$ cat config.mk
export PLATFORM = sky130hd
export DESIGN_NAME = mmio_uart_tx
export DESIGN_NICKNAME = d
export VERILOG_FILES = /design/src/rtl/uart_pkg.sv /design/src/rtl/sync_fifo.sv /design/src/rtl/mmio_uart_tx.sv
export SDC_FILE = /design/constraint.sdc
export NUM_CORES = 1
export LEC_CHECK = 0
export ABC_AREA = 1
export ABC_CLOCK_PERIOD_IN_PS = 3700
export BUFFER_PORTS_ARGS = -buffer_cell sky130_fd_sc_hd__buf_2
export CAP_MARGIN = 20
export CORE_MARGIN = 8
export CORE_UTILIZATION = 60
export CTS_BUF_LIST = sky130_fd_sc_hd__clkbuf_4
export DETAILED_ROUTE_END_ITERATION = 16
export GPL_TIMING_DRIVEN = 0
export PLACE_DENSITY = 0.82
export SYNTH_ARGS = -nofsm -noshare
export SYNTH_HDL_FRONTEND = slang
export SYNTH_HIERARCHICAL = 1
export SYNTH_SLANG_ARGS = --single-unit
$ cat constraint.sdc
create_clock -name clk_i -period 3.7 [get_ports clk_i]
set_input_delay 0 -clock clk_i [delete_from_list [all_inputs] [get_ports clk_i]]
set_output_delay 0 -clock clk_i [all_outputs]
set_load 0.03 [all_outputs]
$ cat src/rtl/uart_pkg.sv
// uart_pkg: register offsets, status/control bit positions and serializer states for mmio_uart_tx.
package uart_pkg;
    localparam logic [3:0] REG_TXDATA = 4'h0;
    localparam logic [3:0] REG_STATUS = 4'h4;
    localparam logic [3:0] REG_CTRL   = 4'h8;
    localparam int ST_FULL    = 0;
    localparam int ST_EMPTY   = 1;
    localparam int ST_BUSY    = 2;
    localparam int ST_OVF     = 3;
    localparam int CTRL_EN    = 0;
    localparam int CTRL_IRQ   = 1;
    localparam int CTRL_FLUSH = 2;
    typedef enum logic [1:0] {IDLE, START, DATA, STOP} tx_state_e;
endpackage

$ cat src/rtl/sync_fifo.sv
// sync_fifo: first-word fall-through FIFO with synchronous flush and async active-low reset.
module sync_fifo #(
    parameter int WIDTH = 8,
    parameter int DEPTH = 16
) (
    input  logic                     clk,
    input  logic                     rst_n,
    input  logic                     push,
    input  logic                     pop,
    input  logic                     flush,
    input  logic [WIDTH-1:0]         din,
    output logic                     full,
    output logic                     empty,
    output logic [$clog2(DEPTH):0]   count,
    output logic [WIDTH-1:0]         dout
);
    localparam int AW = $clog2(DEPTH);
    localparam int CW = AW + 1;
    logic [WIDTH-1:0] mem [DEPTH];
    logic [AW-1:0]    wr_ptr, rd_ptr;
    logic             do_push, do_pop;
    assign do_pop  = pop && !empty;
    // a full FIFO still takes a push when a pop frees a slot in the same cycle
    assign do_push = push && !flush && (!full || do_pop);
    assign full    = count == CW'(DEPTH);
    assign empty   = count == '0;
    assign dout    = mem[rd_ptr];
    always_ff @(posedge clk or negedge rst_n) begin
        if (!rst_n) begin
            wr_ptr <= '0;
            rd_ptr <= '0;
            count  <= '0;
        end else if (flush) begin
            wr_ptr <= '0;
            rd_ptr <= '0;
            count  <= '0;
        end else begin
            wr_ptr <= wr_ptr + AW'(do_push);
            rd_ptr <= rd_ptr + AW'(do_pop);
            count  <= count + CW'(do_push) - CW'(do_pop);
        end
    end
    always_ff @(posedge clk) begin
        if (do_push) mem[wr_ptr] <= din;
    end
endmodule

$ cat src/rtl/mmio_uart_tx.sv
// mmio_uart_tx: memory-mapped console transmitter; bytes written to TXDATA are queued and sent as 8N1.
module mmio_uart_tx
    import uart_pkg::*;
#(
    parameter int              XLEN       = 32,
    parameter logic [XLEN-1:0] BASE_ADDR  = 32'h0000_2000,
    parameter int              FIFO_DEPTH = 16,
    parameter int              CLK_HZ     = 100_000_000,
    parameter int              BAUD       = 115_200
) (
    input  logic            clk_i,
    input  logic            rst_ni,
    input  logic [XLEN-1:0] addr_i,
    input  logic [XLEN-1:0] wdata_i,
    input  logic            we_i,
    output logic [XLEN-1:0] rdata_o,
    output logic            sel_o,
    output logic            tx_o,
    output logic            irq_o
);
    localparam int DIV = CLK_HZ / BAUD;
    localparam int BW  = $clog2(DIV);
    localparam int CW  = $clog2(FIFO_DEPTH) + 1;
    tx_state_e       state, state_nx;
    logic [BW-1:0]   baud_cnt;
    logic [2:0]      bit_cnt;
    logic [7:0]      shreg, dout;
    logic [CW-1:0]   count;
    logic [1:0]      idx;
    logic            en, irq_en, ovf, flush_q;
    logic            wr, push, pop, full, empty, busy, baud_last, start_ok;
    logic            unused;
    assign unused    = ^wdata_i[XLEN-1:8];
    assign sel_o     = addr_i >= BASE_ADDR && addr_i <= BASE_ADDR + XLEN'(11);
    assign idx       = 2'((addr_i - BASE_ADDR) >> 2);
    assign wr        = we_i && sel_o;
    assign push      = wr && idx == REG_TXDATA[3:2];
    assign baud_last = baud_cnt == BW'(DIV - 1);
    // no new frame may start in the cycle the flush empties the FIFO
    assign start_ok  = en && !empty && !flush_q;
    assign busy      = state != IDLE;
    assign irq_o     = irq_en && empty && !busy;
    assign tx_o      = state == START ? 1'b0 : state == DATA ? shreg[bit_cnt] : 1'b1;
    assign rdata_o   = !sel_o ? '0
                     : idx == REG_STATUS[3:2] ? XLEN'({8'(count), 4'b0, ovf, busy, empty, full})
                     : idx == REG_CTRL[3:2] ? XLEN'({irq_en, en})
                     : '0;
    sync_fifo #(.WIDTH(8), .DEPTH(FIFO_DEPTH)) u_fifo (
        .clk   (clk_i),
        .rst_n (rst_ni),
        .push  (push),
        .pop   (pop),
        .flush (flush_q),
        .din   (wdata_i[7:0]),
        .full  (full),
        .empty (empty),
        .count (count),
        .dout  (dout)
    );
    always_ff @(posedge clk_i or negedge rst_ni) begin
        if (!rst_ni) begin
            en      <= 1'b1;
            irq_en  <= 1'b0;
            ovf     <= 1'b0;
            flush_q <= 1'b0;
        end else begin
            flush_q <= wr && idx == REG_CTRL[3:2] && wdata_i[CTRL_FLUSH];
            if (wr && idx == REG_CTRL[3:2]) begin
                en     <= wdata_i[CTRL_EN];
                irq_en <= wdata_i[CTRL_IRQ];
            end
            if (push && full && !pop) ovf <= 1'b1;
            else if (wr && idx == REG_STATUS[3:2] && wdata_i[ST_OVF]) ovf <= 1'b0;
        end
    end
    always_comb begin
        state_nx = state;
        pop      = 1'b0;
        case (state)
            IDLE:  if (start_ok) begin
                state_nx = START;
                pop      = 1'b1;
            end
            START: if (baud_last) state_nx = DATA;
            DATA:  if (baud_last && bit_cnt == 3'd7) state_nx = STOP;
            STOP:  if (baud_last) begin
                state_nx = start_ok ? START : IDLE;
                pop      = start_ok;
            end
        endcase
    end
    always_ff @(posedge clk_i or negedge rst_ni) begin
        if (!rst_ni) begin
            state    <= IDLE;
            baud_cnt <= '0;
            bit_cnt  <= '0;
            shreg    <= '0;
        end else begin
            state    <= state_nx;
            baud_cnt <= (pop || state == IDLE || baud_last) ? '0 : baud_cnt + 1'b1;
            bit_cnt  <= state != DATA ? '0 : bit_cnt + 3'(baud_last);
            if (pop) shreg <= dout;
        end
    end
endmodule

# Yosys cells after proc, flatten, opt, wreduce, memory -nomap -nowiden
# Memory sizes are Yosys's and may differ from the RTL's. A register that Yosys moved wholly into a read port is not among the register bits.
# Index checks and enable logic that the tools add are counted.
[totals] output_inout_bits=35 latch_bits=0 ramBits=128 ff_bits=32 memories=1 mem_bits_ro=0 inputBits=67
[memory_table] memory="u_fifo.mem" depth=16 word_bits=8 rd=1 rd_clocked_by_memory_dff=1 wr=1 line="sync_fifo.sv:19" source="logic [WIDTH-1:0] mem [DEPTH];"
[classes] shift=0 multipliers=0 div_mod_pow=0 n_reduce_logical=32 eq_ne=13 mux=25 order_cmp=3 bitwise=0 add_sub_neg=7
[op_table] op="$ge A32 B14 Y1 const B" count=1
[op_table] op="$le A32 B14 Y1 const B" count=1
[op_table] op="$mux W13" count=2
[op_table] op="$logic_and A1 B1 Y1" count=17
[op_table] op="$add A10 B1 Y10 const B" count=1
[op_table] op="$eq A10 B10 Y1 const B" count=1
[op_table] op="$mux W1" count=10
[op_table] op="$mux W10" count=1
[op_table] op="$mux W2" count=5
[op_table] op="$add A4 B1 Y4" count=2
[op_table] op="$mux W4" count=2
[op_table] op="$ne A2 B2 Y1 const B" count=4
[op_table] op="$pmux W2 S4" count=1
[op_table] op="$eq A2 B2 Y1 const B" count=3
[op_table] op="$logic_not A1 Y1" count=6
[op_table] op="$add A5 B1 Y5" count=1
[op_table] op="$eq A5 B5 Y1 const B" count=1
[op_table] op="$logic_not A5 Y1" count=1
[op_table] op="$mux W5" count=1
[op_table] op="$sub A5 B1 Y5" count=1
[op_table] op="$eq A2 B1 Y1 const B" count=2
[op_table] op="$logic_not A2 Y1" count=2
[op_table] op="$lt A3 B4 Y1 const B" count=1
[op_table] op="$reduce_and A4 Y1" count=1
[op_table] op="other kinds (9)" count=12

# Logic depth before layout (Yosys ltp)
# Gate-level depths: netlist (run 1).
[depth] depth_word=12 ltp_mapped=25

# Cells and area by module
# Netlist (run 1), hierarchy kept.
[by_module_without_submodules] module="sync_fifo" cells_per_inst=644 instances=1 seq_area_each_um2=4169.0 area_each_um2=6391.1
[by_module_without_submodules] module="mmio_uart_tx" cells_per_inst=248 instances=1 seq_area_each_um2=676.9 area_each_um2=1820.5

# Worst setup path after synthesis (run 1)
# No wires, ideal clock.
[synth_timing] kind="flip-flop to flip-flop" startpoint="register u_fifo.count[3]" endpoint="register u_fifo.count[4]" setup_time_ns=0.117 path_slack_ns=0.875 arrival_time_ns=2.708 synth_period_minus_slack_ns=2.825 stages_incl_launch_ff=24 path_buffers=0 cell_sequence="dfrtp_1 > inv_1 > ha_1 > nand2_1 > nor2_1 > inv_1 > nand3b_1 > nor2_1 > nand2_2 > nand2_2 > nand2_4 > clkinv_4 > o21ai_0 > inv_1 > o21ai_0 > nand2_1 > ha_1 > fa_1 > nand2_1 > a21oi_1 > nor2_1 > nand2_1 > nand2_1 > nor2_1"
[synth_between] elab_chain_cells=12
[synth_lines] item="start, declared" line="sync_fifo.sv:14" source="output logic [$clog2(DEPTH):0] count,"
[synth_lines] item="start signal, assigned" line="sync_fifo.sv:40" source="count <= count + CW'(do_push) - CW'(do_pop);"
[synth_lines] item="$logic_not A5 Y1 (*)" line="sync_fifo.sv:26" source="assign empty = count == '0;"
[synth_lines] item="via empty" line="mmio_uart_tx.sv:31" source="logic wr, push, pop, full, empty, busy, baud_last, start_ok;"
[synth_lines] item="$logic_not A1 Y1 (*)" line="mmio_uart_tx.sv:40" source="assign start_ok = en && !empty && !flush_q;"
[synth_lines] item="$logic_and A1 B1 Y1 (*) (2 in series)" line="mmio_uart_tx.sv:40"
[synth_lines] item="$mux W1 (on tied branches)" line="mmio_uart_tx.sv:86, mmio_uart_tx.sv:80"
[synth_lines] item="$pmux W1 S2 (*)" line="mmio_uart_tx.sv:79" source="case (state)"
[synth_lines] item="via pop" line="mmio_uart_tx.sv:31"
[synth_lines] item="$logic_and A1 B1 Y1 (*)" line="sync_fifo.sv:22" source="assign do_pop = pop && !empty;"
[synth_lines] item="$logic_or A1 B1 Y1" line="sync_fifo.sv:24" source="assign do_push = push && !flush && (!full || do_pop);"
[synth_lines] item="$logic_and A1 B1 Y1" line="sync_fifo.sv:24"
[synth_lines] item="$add A5 B1 Y5" line="sync_fifo.sv:40"
[synth_lines] item="$sub A5 B1 Y5 (*)" line="sync_fifo.sv:40"
[synth_lines] item="$mux W5 (*)" line="sync_fifo.sv:33" source="end else if (flush) begin"
# The timed path passes the listed nets; every way through them passes the cells marked *.
# A chain may end at the register's enable or synchronous reset.

# Final worst setup path (run 1)
# Same ends and word-level chain as after synthesis.

==> results of run 1 <==
stage by stage:
step           instances  total power, W  instance area [um2]  hold slack, ps
6_report            1194        0.003165                 9221           66.68
5_1_grt             1194        0.003260                 9221           112.3
4_1_cts             1192        0.003174                 9211           54.69
3_5_place_dp        1144        0.002190                 8787           167.0
3_3_place_gp        1142        0.002188                 8775           176.1
2_1_floorplan        914        0.002133                 8294          -295.6
final cells by class:
class                   instances  share of cell area [%]
flip-flops and latches        168                   52.55
well taps                     176                   2.388
inverters                     152                   6.255
multi-input cells             545                   27.37
repair buffers                 71                   4.776
plain buffers                  49                   3.772
clock buffers                  17                   1.384
diodes                          1                 0.02714
clock inverters                15                   1.479
synth_stat cells (2+ instances only):
library cell,number
sky130_fd_sc_hd__xnor2_1,3
sky130_fd_sc_hd__o21ai_0,13
sky130_fd_sc_hd__nor3b_1,3
sky130_fd_sc_hd__inv_2,4
sky130_fd_sc_hd__buf_4,29
sky130_fd_sc_hd__buf_6,5
sky130_fd_sc_hd__nor2_4,2
sky130_fd_sc_hd__nand3_1,112
sky130_fd_sc_hd__edfxtp_1,128
sky130_fd_sc_hd__a21oi_1,7
sky130_fd_sc_hd__nand3b_1,2
sky130_fd_sc_hd__nor2_1,74
sky130_fd_sc_hd__a211oi_1,2
sky130_fd_sc_hd__inv_1,145
sky130_fd_sc_hd__dfrtp_1,39
sky130_fd_sc_hd__nand2_2,5
sky130_fd_sc_hd__ha_1,16
sky130_fd_sc_hd__nand2_1,259
sky130_fd_sc_hd__nor2_2,6
sky130_fd_sc_hd__buf_2,14
sky130_fd_sc_hd__xor2_1,3
sky130_fd_sc_hd__nor3_1,5
state kept, by name, indices dropped and copies added (netlist names):
register,count
u_fifo/mem,128
bit_cnt,3
shreg,8
baud_cnt,10
u_fifo/rd_ptr,4
u_fifo/wr_ptr,4
u_fifo/count,5
state,2
irq_en,1
en,1
ovf,1
flush_q,1
power by group through the flow:
stage	clock [W]	combinational [W]	sequential [W]
floorplan	0	0.0000609	0.00207
global placement	0	0.000117	0.00207
detailed placement	0	0.000119	0.00207
CTS	0.00101	0.000129	0.00203
global route	0.00109	0.000141	0.00203
finish	0.00100	0.000129	0.00203
critical path, stage by stage (launching register included):
cell and delay, ps:
sky130_fd_sc_hd__dfrtp_1 430, sky130_fd_sc_hd__inv_1 90, sky130_fd_sc_hd__ha_1 140, sky130_fd_sc_hd__nand2_1 100, sky130_fd_sc_hd__nor2_1 220, sky130_fd_sc_hd__inv_1 70
sky130_fd_sc_hd__nand3b_1 130, sky130_fd_sc_hd__nor2_1 80, sky130_fd_sc_hd__nand2_2 70, sky130_fd_sc_hd__nand2_2 50, sky130_fd_sc_hd__nand2_4 120, sky130_fd_sc_hd__clkinv_4 110
sky130_fd_sc_hd__o21ai_0 130, sky130_fd_sc_hd__inv_1 110, sky130_fd_sc_hd__o21ai_0 200, sky130_fd_sc_hd__nand2_1 110, sky130_fd_sc_hd__ha_1 220, sky130_fd_sc_hd__fa_1 390
sky130_fd_sc_hd__nand2_1 100, sky130_fd_sc_hd__a21oi_1 60, sky130_fd_sc_hd__nor2_1 130, sky130_fd_sc_hd__nand2_1 60, sky130_fd_sc_hd__nand2_1 60, sky130_fd_sc_hd__nor2_1 40
kinds of logic after synthesis:
kind of cell	count (synthesis)	synth area share (%)
XOR/XNOR	6	0.6401
buffers and inverters	201	11.26
AND/OR/NAND/NOR	475	24.74
flip-flops	168	59.01
adder cells (fa/ha/maj)	17	2.682
AO/OA/AOI/OAI	24	1.615
other	1	0.04567
final timing paths:
kind | cells after the start | from | end
max in group asynchronous | 2 | rst_ni | u_fifo/wr_ptr[0]
min | 2 | rst_ni | baud_cnt[2]
max reg2reg | 23 | u_fifo/count[3] | u_fifo/count[4]
min reg2reg | 2 | shreg[6] | shreg[6]
max | 23 | u_fifo/count[3] | u_fifo/count[4]
min in group clk_i | 2 | wdata_i[6] | u_fifo/mem[4][6]
cell usage in the layout, fill, tap and decap left out, types with 2 or more instances in the layout:
| cell | netlist | routed |
|---|---|---|
| sky130_fd_sc_hd__nor2_4 | 2 | 2 |
| sky130_fd_sc_hd__nand2_2 | 5 | 5 |
| sky130_fd_sc_hd__xor2_1 | 3 | 3 |
| sky130_fd_sc_hd__nor2_2 | 6 | 6 |
| sky130_fd_sc_hd__nand3_1 | 112 | 112 |
| sky130_fd_sc_hd__conb_1 | 1 | 23 |
| sky130_fd_sc_hd__dlygate4sd3_1 | 0 | 16 |
| sky130_fd_sc_hd__a211oi_1 | 2 | 2 |
| sky130_fd_sc_hd__clkinv_1 | 1 | 2 |
| sky130_fd_sc_hd__buf_2 | 14 | 67 |
| sky130_fd_sc_hd__buf_4 | 29 | 30 |
| sky130_fd_sc_hd__buf_6 | 5 | 5 |
| sky130_fd_sc_hd__a21oi_1 | 7 | 7 |
| sky130_fd_sc_hd__nor3_1 | 5 | 5 |
| sky130_fd_sc_hd__inv_6 | 0 | 6 |
| sky130_fd_sc_hd__clkbuf_4 | 0 | 18 |
| sky130_fd_sc_hd__nand3b_1 | 2 | 2 |
| sky130_fd_sc_hd__inv_2 | 4 | 4 |
| sky130_fd_sc_hd__o21ai_0 | 13 | 13 |
| sky130_fd_sc_hd__clkinv_4 | 1 | 3 |
| sky130_fd_sc_hd__edfxtp_1 | 128 | 128 |
| sky130_fd_sc_hd__inv_1 | 145 | 145 |
| sky130_fd_sc_hd__nand2_1 | 259 | 259 |
| sky130_fd_sc_hd__nor3b_1 | 3 | 3 |
| sky130_fd_sc_hd__nor2_1 | 74 | 74 |
| sky130_fd_sc_hd__xnor2_1 | 3 | 3 |
| sky130_fd_sc_hd__clkinv_2 | 1 | 2 |
| sky130_fd_sc_hd__inv_8 | 0 | 3 |
| sky130_fd_sc_hd__dfrtp_1 | 39 | 39 |
| sky130_fd_sc_hd__ha_1 | 16 | 16 |
per-layer routing:
layer  track usage (%)  vias up  wire length [um]
li1                  -     2997                 -
met1             24.84     2856              6978
met2             38.31      315              9823
met3             5.223       41              1869
met4             10.54        0               489
met5                 0        -                 0
what timing repair did:
item | in CTS | in global routing
setup endpoints to repair | 0 | 0
setup buffers | 0 | 0
hold buffers | 16 | 0
hold endpoints to repair | 172 | 0
==> results.toml, run 1 <==
[status]
status = "finished clean"

[run]
max_cap_viol_count = 0

[cells_and_area]
flow.area_growth_from_synthesis_pct = 12.30
sequential_cell_area_mm2 = 0.004846
final_util_pct = 69.36
fill_cells = 1002
drive_above_1_share_pct = 15.83
multi_input_area_mm2 = 0.002524
num-nets-final = 1088

[placed_design]
place_worst_setup_slack_ps = 448.8
globalplace.congestion = 0.9376
io_buffer_count = 52
hpwl_um = 12790

[synth]
synthCells = 892
netlist.top_cell.by_area = "sky130_fd_sc_hd__edfxtp_1"
postSynth.asyncResetShare_pct = 23.81
synth-warning-count = 6
synth-main-ff-cell = "sky130_fd_sc_hd__edfxtp_1"
synth_seq_area_share_pct = 59.01
yosysTopAreaCellShare_pct = 46.81
post_syn_area_mm2 = 0.008212
synth_edf_count = 128
post_synth_cell_types = 38
syn_area_per_cell_um2 = 9.206
yosys_register_bits = 168
netlist_top_cells_area = "sky130_fd_sc_hd__edfxtp_1 (47%), sky130_fd_sc_hd__dfrtp_1 (12%), sky130_fd_sc_hd__nand2_1 (12%)"

[global_route]
grt_max_degree = 41
grt_pass1_vias = 6063
grt_pass1_wl_um = 29990
track_usage_pct = 21.98
globalRoute.totalOverflow = 0
grt_antenna_before_repair = 1

[timing]
finalHoldViolCount = 0
worst_slew_margin_rel_pct = 39.20
timing.final.crit_share_pct = 89.40
final.setup.worst_slack_ps = 392.2
grt_setup_unrepaired = "no"
timing.setup.tns_ps = 0
achievable-frequency_mhz = 302.3
final_max_slew_viol_count = 0
report.final.setup_viol = 0
period_needed_ps = 3308
clock-skew-final_ps = 22.49
slew_at_the_pin_with_the_worst_max_slew_slack_ps = 908.6

[power]
switching_share_pct = 25.08
clkPwrFrac_pct = 31.7
seqPwrFrac_pct = 64.2
leakage_nw = 4.285
power.density_mw_per_mm2 = 343.2
ir_drop_uv = 344.8
cellInternalPower_w = 0.002371
switchingPower_w = 0.0007936
combinationalPowerShare_pct = 4.1

[floorplanning]
i_o_pin_count = 102
floorplan.initialDensity_pct = 61.76
dieHeight_um = 133.0
total_die_area_mm2 = 0.01769
core_region_area_mm2 = 0.01330
die_wd_um = 133.0
core.rowCount = 42

[routing]
routed_wirelength_um = 19160
antenna_left = 0
drcViolationCount = 0
dr.first_iter.drc_count = 632
post_drt_via_cell_ratio = 5.200
drt-wirelength-per-cell_um = 16.05
vias = 6209
drtPass1Iterations = 5

[worst_setup_path]
cp.required_ps = 4170
timing.reg2reg.setup_slack_ps = 390
crit_arrival_ps = 3780
top_fanout_value_on_the_critical_path = 10
timing.critical_path.to_type = "register"
start_kind = "register"
crit_type = "register to register"

[clock_network]
clock_sink_count = 168
clk_transition_reported_paths_ps = 150
tritoncts_buffer_count = 17
htreeDepth = 4
clock_tree.root_cell = "sky130_fd_sc_hd__clkbuf_4"
cts-resized-gates = 0
worstSkewPairLatency_ps = 570
tritoncts = "yes"
worst_case_clock_buffer_depth = 2

[worst_hold_path]
hp-class = "input pin to async pin"
No activity file was read; power rests on OpenSTA's default activity.
==> inputs of run 2 (changes only) <==
--- a/config.mk
+++ b/config.mk
@@ -15,6 +15,7 @@
 export DETAILED_ROUTE_END_ITERATION = 16
 export GPL_TIMING_DRIVEN = 0
 export PLACE_DENSITY = 0.82
+export SETUP_SLACK_MARGIN = 0.5
 export SYNTH_ARGS = -nofsm -noshare
 export SYNTH_HDL_FRONTEND = slang
 export SYNTH_HIERARCHICAL = 1
==> run 2 against run 1 <==
- fmax rose by 7.0%
- power about the same
- clock power barely moved
==> results.toml, run 2 (same netlist as run 1, synthesis figures left out) <==
[status]
status = "finished clean"

[global_route]
grt_antenna_before_repair = 1
grt_pass1_wl_um = 30060
globalRoute.totalOverflow = 0
track_usage_pct = 22.03
grt_max_degree = 41
grt_pass1_vias = 6078

[clock_network]
worst_case_clock_buffer_depth = 2
tritoncts = "yes"
tritoncts_buffer_count = 17
clock_sink_count = 168
clk_transition_reported_paths_ps = 150
worstSkewPairLatency_ps = 570
clock_tree.root_cell = "sky130_fd_sc_hd__clkbuf_4"
htreeDepth = 4

[routing]
drcViolationCount = 0
drtPass1Iterations = 5
vias = 6163
dr.first_iter.drc_count = 579
antenna_left = 0
drt-wirelength-per-cell_um = 16.00
routed_wirelength_um = 19160
post_drt_via_cell_ratio = 5.144

[worst_setup_path]
timing.critical_path.to_type = "register"
worst_r2r_startpoint = "u_fifo/count[2]"
crit_arrival_ps = 3560
crit_type = "register to register"
worstRegToRegCells = 23
cp.required_ps = 4170
timing.critical_path.from = "u_fifo/count[2]"
timing.rr.end = "u_fifo/count[4]"
critical_path.endpoint = "u_fifo/count[4]"
top_fanout_value_on_the_critical_path = 10
start_kind = "register"
timing.reg2reg.setup_slack_ps = 610

[cells_and_area]
largest_registers_in_the_final_layout = "u_fifo/mem (128), baud_cnt (10), shreg (8)"
layout.cells.non_filler = 1198
registers.top_by_ff_count = "u_fifo/mem"
num-nets-final = 1092
postLayoutCellArea_mm2 = 0.009268
fill_cells = 990
flow.area_growth_from_synthesis_pct = 12.86
largest_register_ff_count = 128
drive_above_1_share_pct = 16.75
layout.cells.most_common_list = "sky130_fd_sc_hd__nand2_1 (259), sky130_fd_sc_hd__inv_1 (145), sky130_fd_sc_hd__edfxtp_1 (128), sky130_fd_sc_hd__nand3_1 (112), sky130_fd_sc_hd__nor2_1 (69)"
most_frequent_standard_cell_in_the_layout_excluding_fill_and_tap_cells = "sky130_fd_sc_hd__nand2_1"

[power]
combinationalPowerShare_pct = 4.1
clkPwrFrac_pct = 31.7
ir_drop_uv = 345.0
cellInternalPower_w = 0.002371
switchingPower_w = 0.0007934
power.density_mw_per_mm2 = 341.4
leakage_nw = 4.303
switching_share_pct = 25.07
seqPwrFrac_pct = 64.2

[timing]
report.final.setup_viol = 0
finalHoldViolCount = 0
timing.setup.tns_ps = 0
slew_at_the_pin_with_the_worst_max_slew_slack_ps = 923.4
clock-skew-final_ps = 20.17
period_needed_ps = 3090
achievable-frequency_mhz = 323.6
worst_slew_margin_rel_pct = 38.21
timing.final.crit_share_pct = 83.52
final_max_slew_viol_count = 0
grt_setup_unrepaired = "yes"

[run]
max_cap_viol_count = 0

[placed_design]
hpwl_um = 12790
post_dp_cell_area_mm2 = 0.008787
io_buffer_count = 52
globalplace.congestion = 0.9376
placedCellCount = 1144

[floorplanning]
core_region_area_mm2 = 0.01330
die_wd_um = 133.0
total_die_area_mm2 = 0.01769
floorplan.initialDensity_pct = 61.76
i_o_pin_count = 102
core.rowCount = 42
dieHeight_um = 133.0

[worst_hold_path]
hp-class = "input pin to async pin"
==> run 2: final cells by class <==
cell class	instances	area (um2)	area share, %
inverters	152	576.8	6.224
clock inverters	15	136.4	1.472
plain buffers	49	347.8	3.753
flip-flops and latches	168	4846	52.29
repair buffers	75	470.5	5.076
well taps	176	220.2	2.376
multi-input cells	545	2540	27.41
diodes	1	2.502	0.02700
clock buffers	17	127.6	1.377
==> run 2: power by group through the flow <==
| stage | Clock (W) | Sequential [W] | Combinational [W] |
|---|---|---|---|
| 2_1_floorplan | 0 | 0.00207 | 0.0000609 |
| 3_3_place_gp | 0 | 0.00207 | 0.000117 |
| 3_5_place_dp | 0 | 0.00207 | 0.000119 |
| 4_1_cts | 0.00101 | 0.00203 | 0.000129 |
| 5_1_grt | 0.00109 | 0.00203 | 0.000141 |
| 6_report | 0.00100 | 0.00203 | 0.000130 |
==> run 2: critical path, stage by stage, from the launching register on <==
cell and delay [ps]:
sky130_fd_sc_hd__dfrtp_1 430, sky130_fd_sc_hd__inv_1 80, sky130_fd_sc_hd__ha_1 140, sky130_fd_sc_hd__nand2_1 110
sky130_fd_sc_hd__nor2_2 160, sky130_fd_sc_hd__inv_1 50, sky130_fd_sc_hd__nand3b_1 120, sky130_fd_sc_hd__nor2_1 80
sky130_fd_sc_hd__nand2_2 70, sky130_fd_sc_hd__nand2_2 50, sky130_fd_sc_hd__nand2_4 120, sky130_fd_sc_hd__clkinv_4 110
sky130_fd_sc_hd__o21ai_1 130, sky130_fd_sc_hd__inv_1 100, sky130_fd_sc_hd__o21ai_2 100, sky130_fd_sc_hd__nand2_1 80
sky130_fd_sc_hd__ha_1 210, sky130_fd_sc_hd__fa_1 390, sky130_fd_sc_hd__nand2_1 100, sky130_fd_sc_hd__a21oi_1 60
sky130_fd_sc_hd__nor2_1 130, sky130_fd_sc_hd__nand2_1 60, sky130_fd_sc_hd__nand2_1 60, sky130_fd_sc_hd__nor2_1 40
==> run 2: layer usage <==
metal / wire length, um / share of wire (%) / global-route usage [%] / vias up
li1: - / - / - / 3004
met1: 6955 / 36 / 24.82 / 2825
met2: 9877 / 52 / 38.53 / 283
met3: 1778 / 9.3 / 5.223 / 51
met4: 551 / 2.9 / 10.54 / 0
met5: 0 / 0 / 0 / -
==> run 2: how the worst min path moves through the flow <==
stage | slack, ps | startpoint | to
floorplan | -300 | rst_ni | baud_cnt[0]
global route | 110 | rst_ni | baud_cnt[3]
global placement | 180 | rst_ni | baud_cnt[4]
CTS | 50 | rst_ni | baud_cnt[3]
detailed placement | 170 | rst_ni | baud_cnt[6]
finish | 60 | rst_ni | baud_cnt[2]
==> run 2: what timing repair did <==
item / 4_1_cts / 5_1_grt
resized for setup: 2 / 6
endpoints found under the hold margin: 172 / 0
buffers inserted: 0 / 4
pin swaps: 0 / 1
hold buffers: 16 / 0
setup endpoints to repair: 1 / 33
==> run 2: per-stage QoR <==
step           utilization, %  setup slack, ps  hold slack, ps  power (W)
4_1_cts                 69.30            500.7           54.69   0.003174
3_5_place_dp            66.09            448.8           167.0   0.002190
5_1_grt                 69.71            372.3           112.3   0.003260
6_report                69.71            609.8           59.49   0.003164
3_3_place_gp            66.00            515.2           176.1   0.002188
2_1_floorplan               -            875.2          -295.6   0.002133
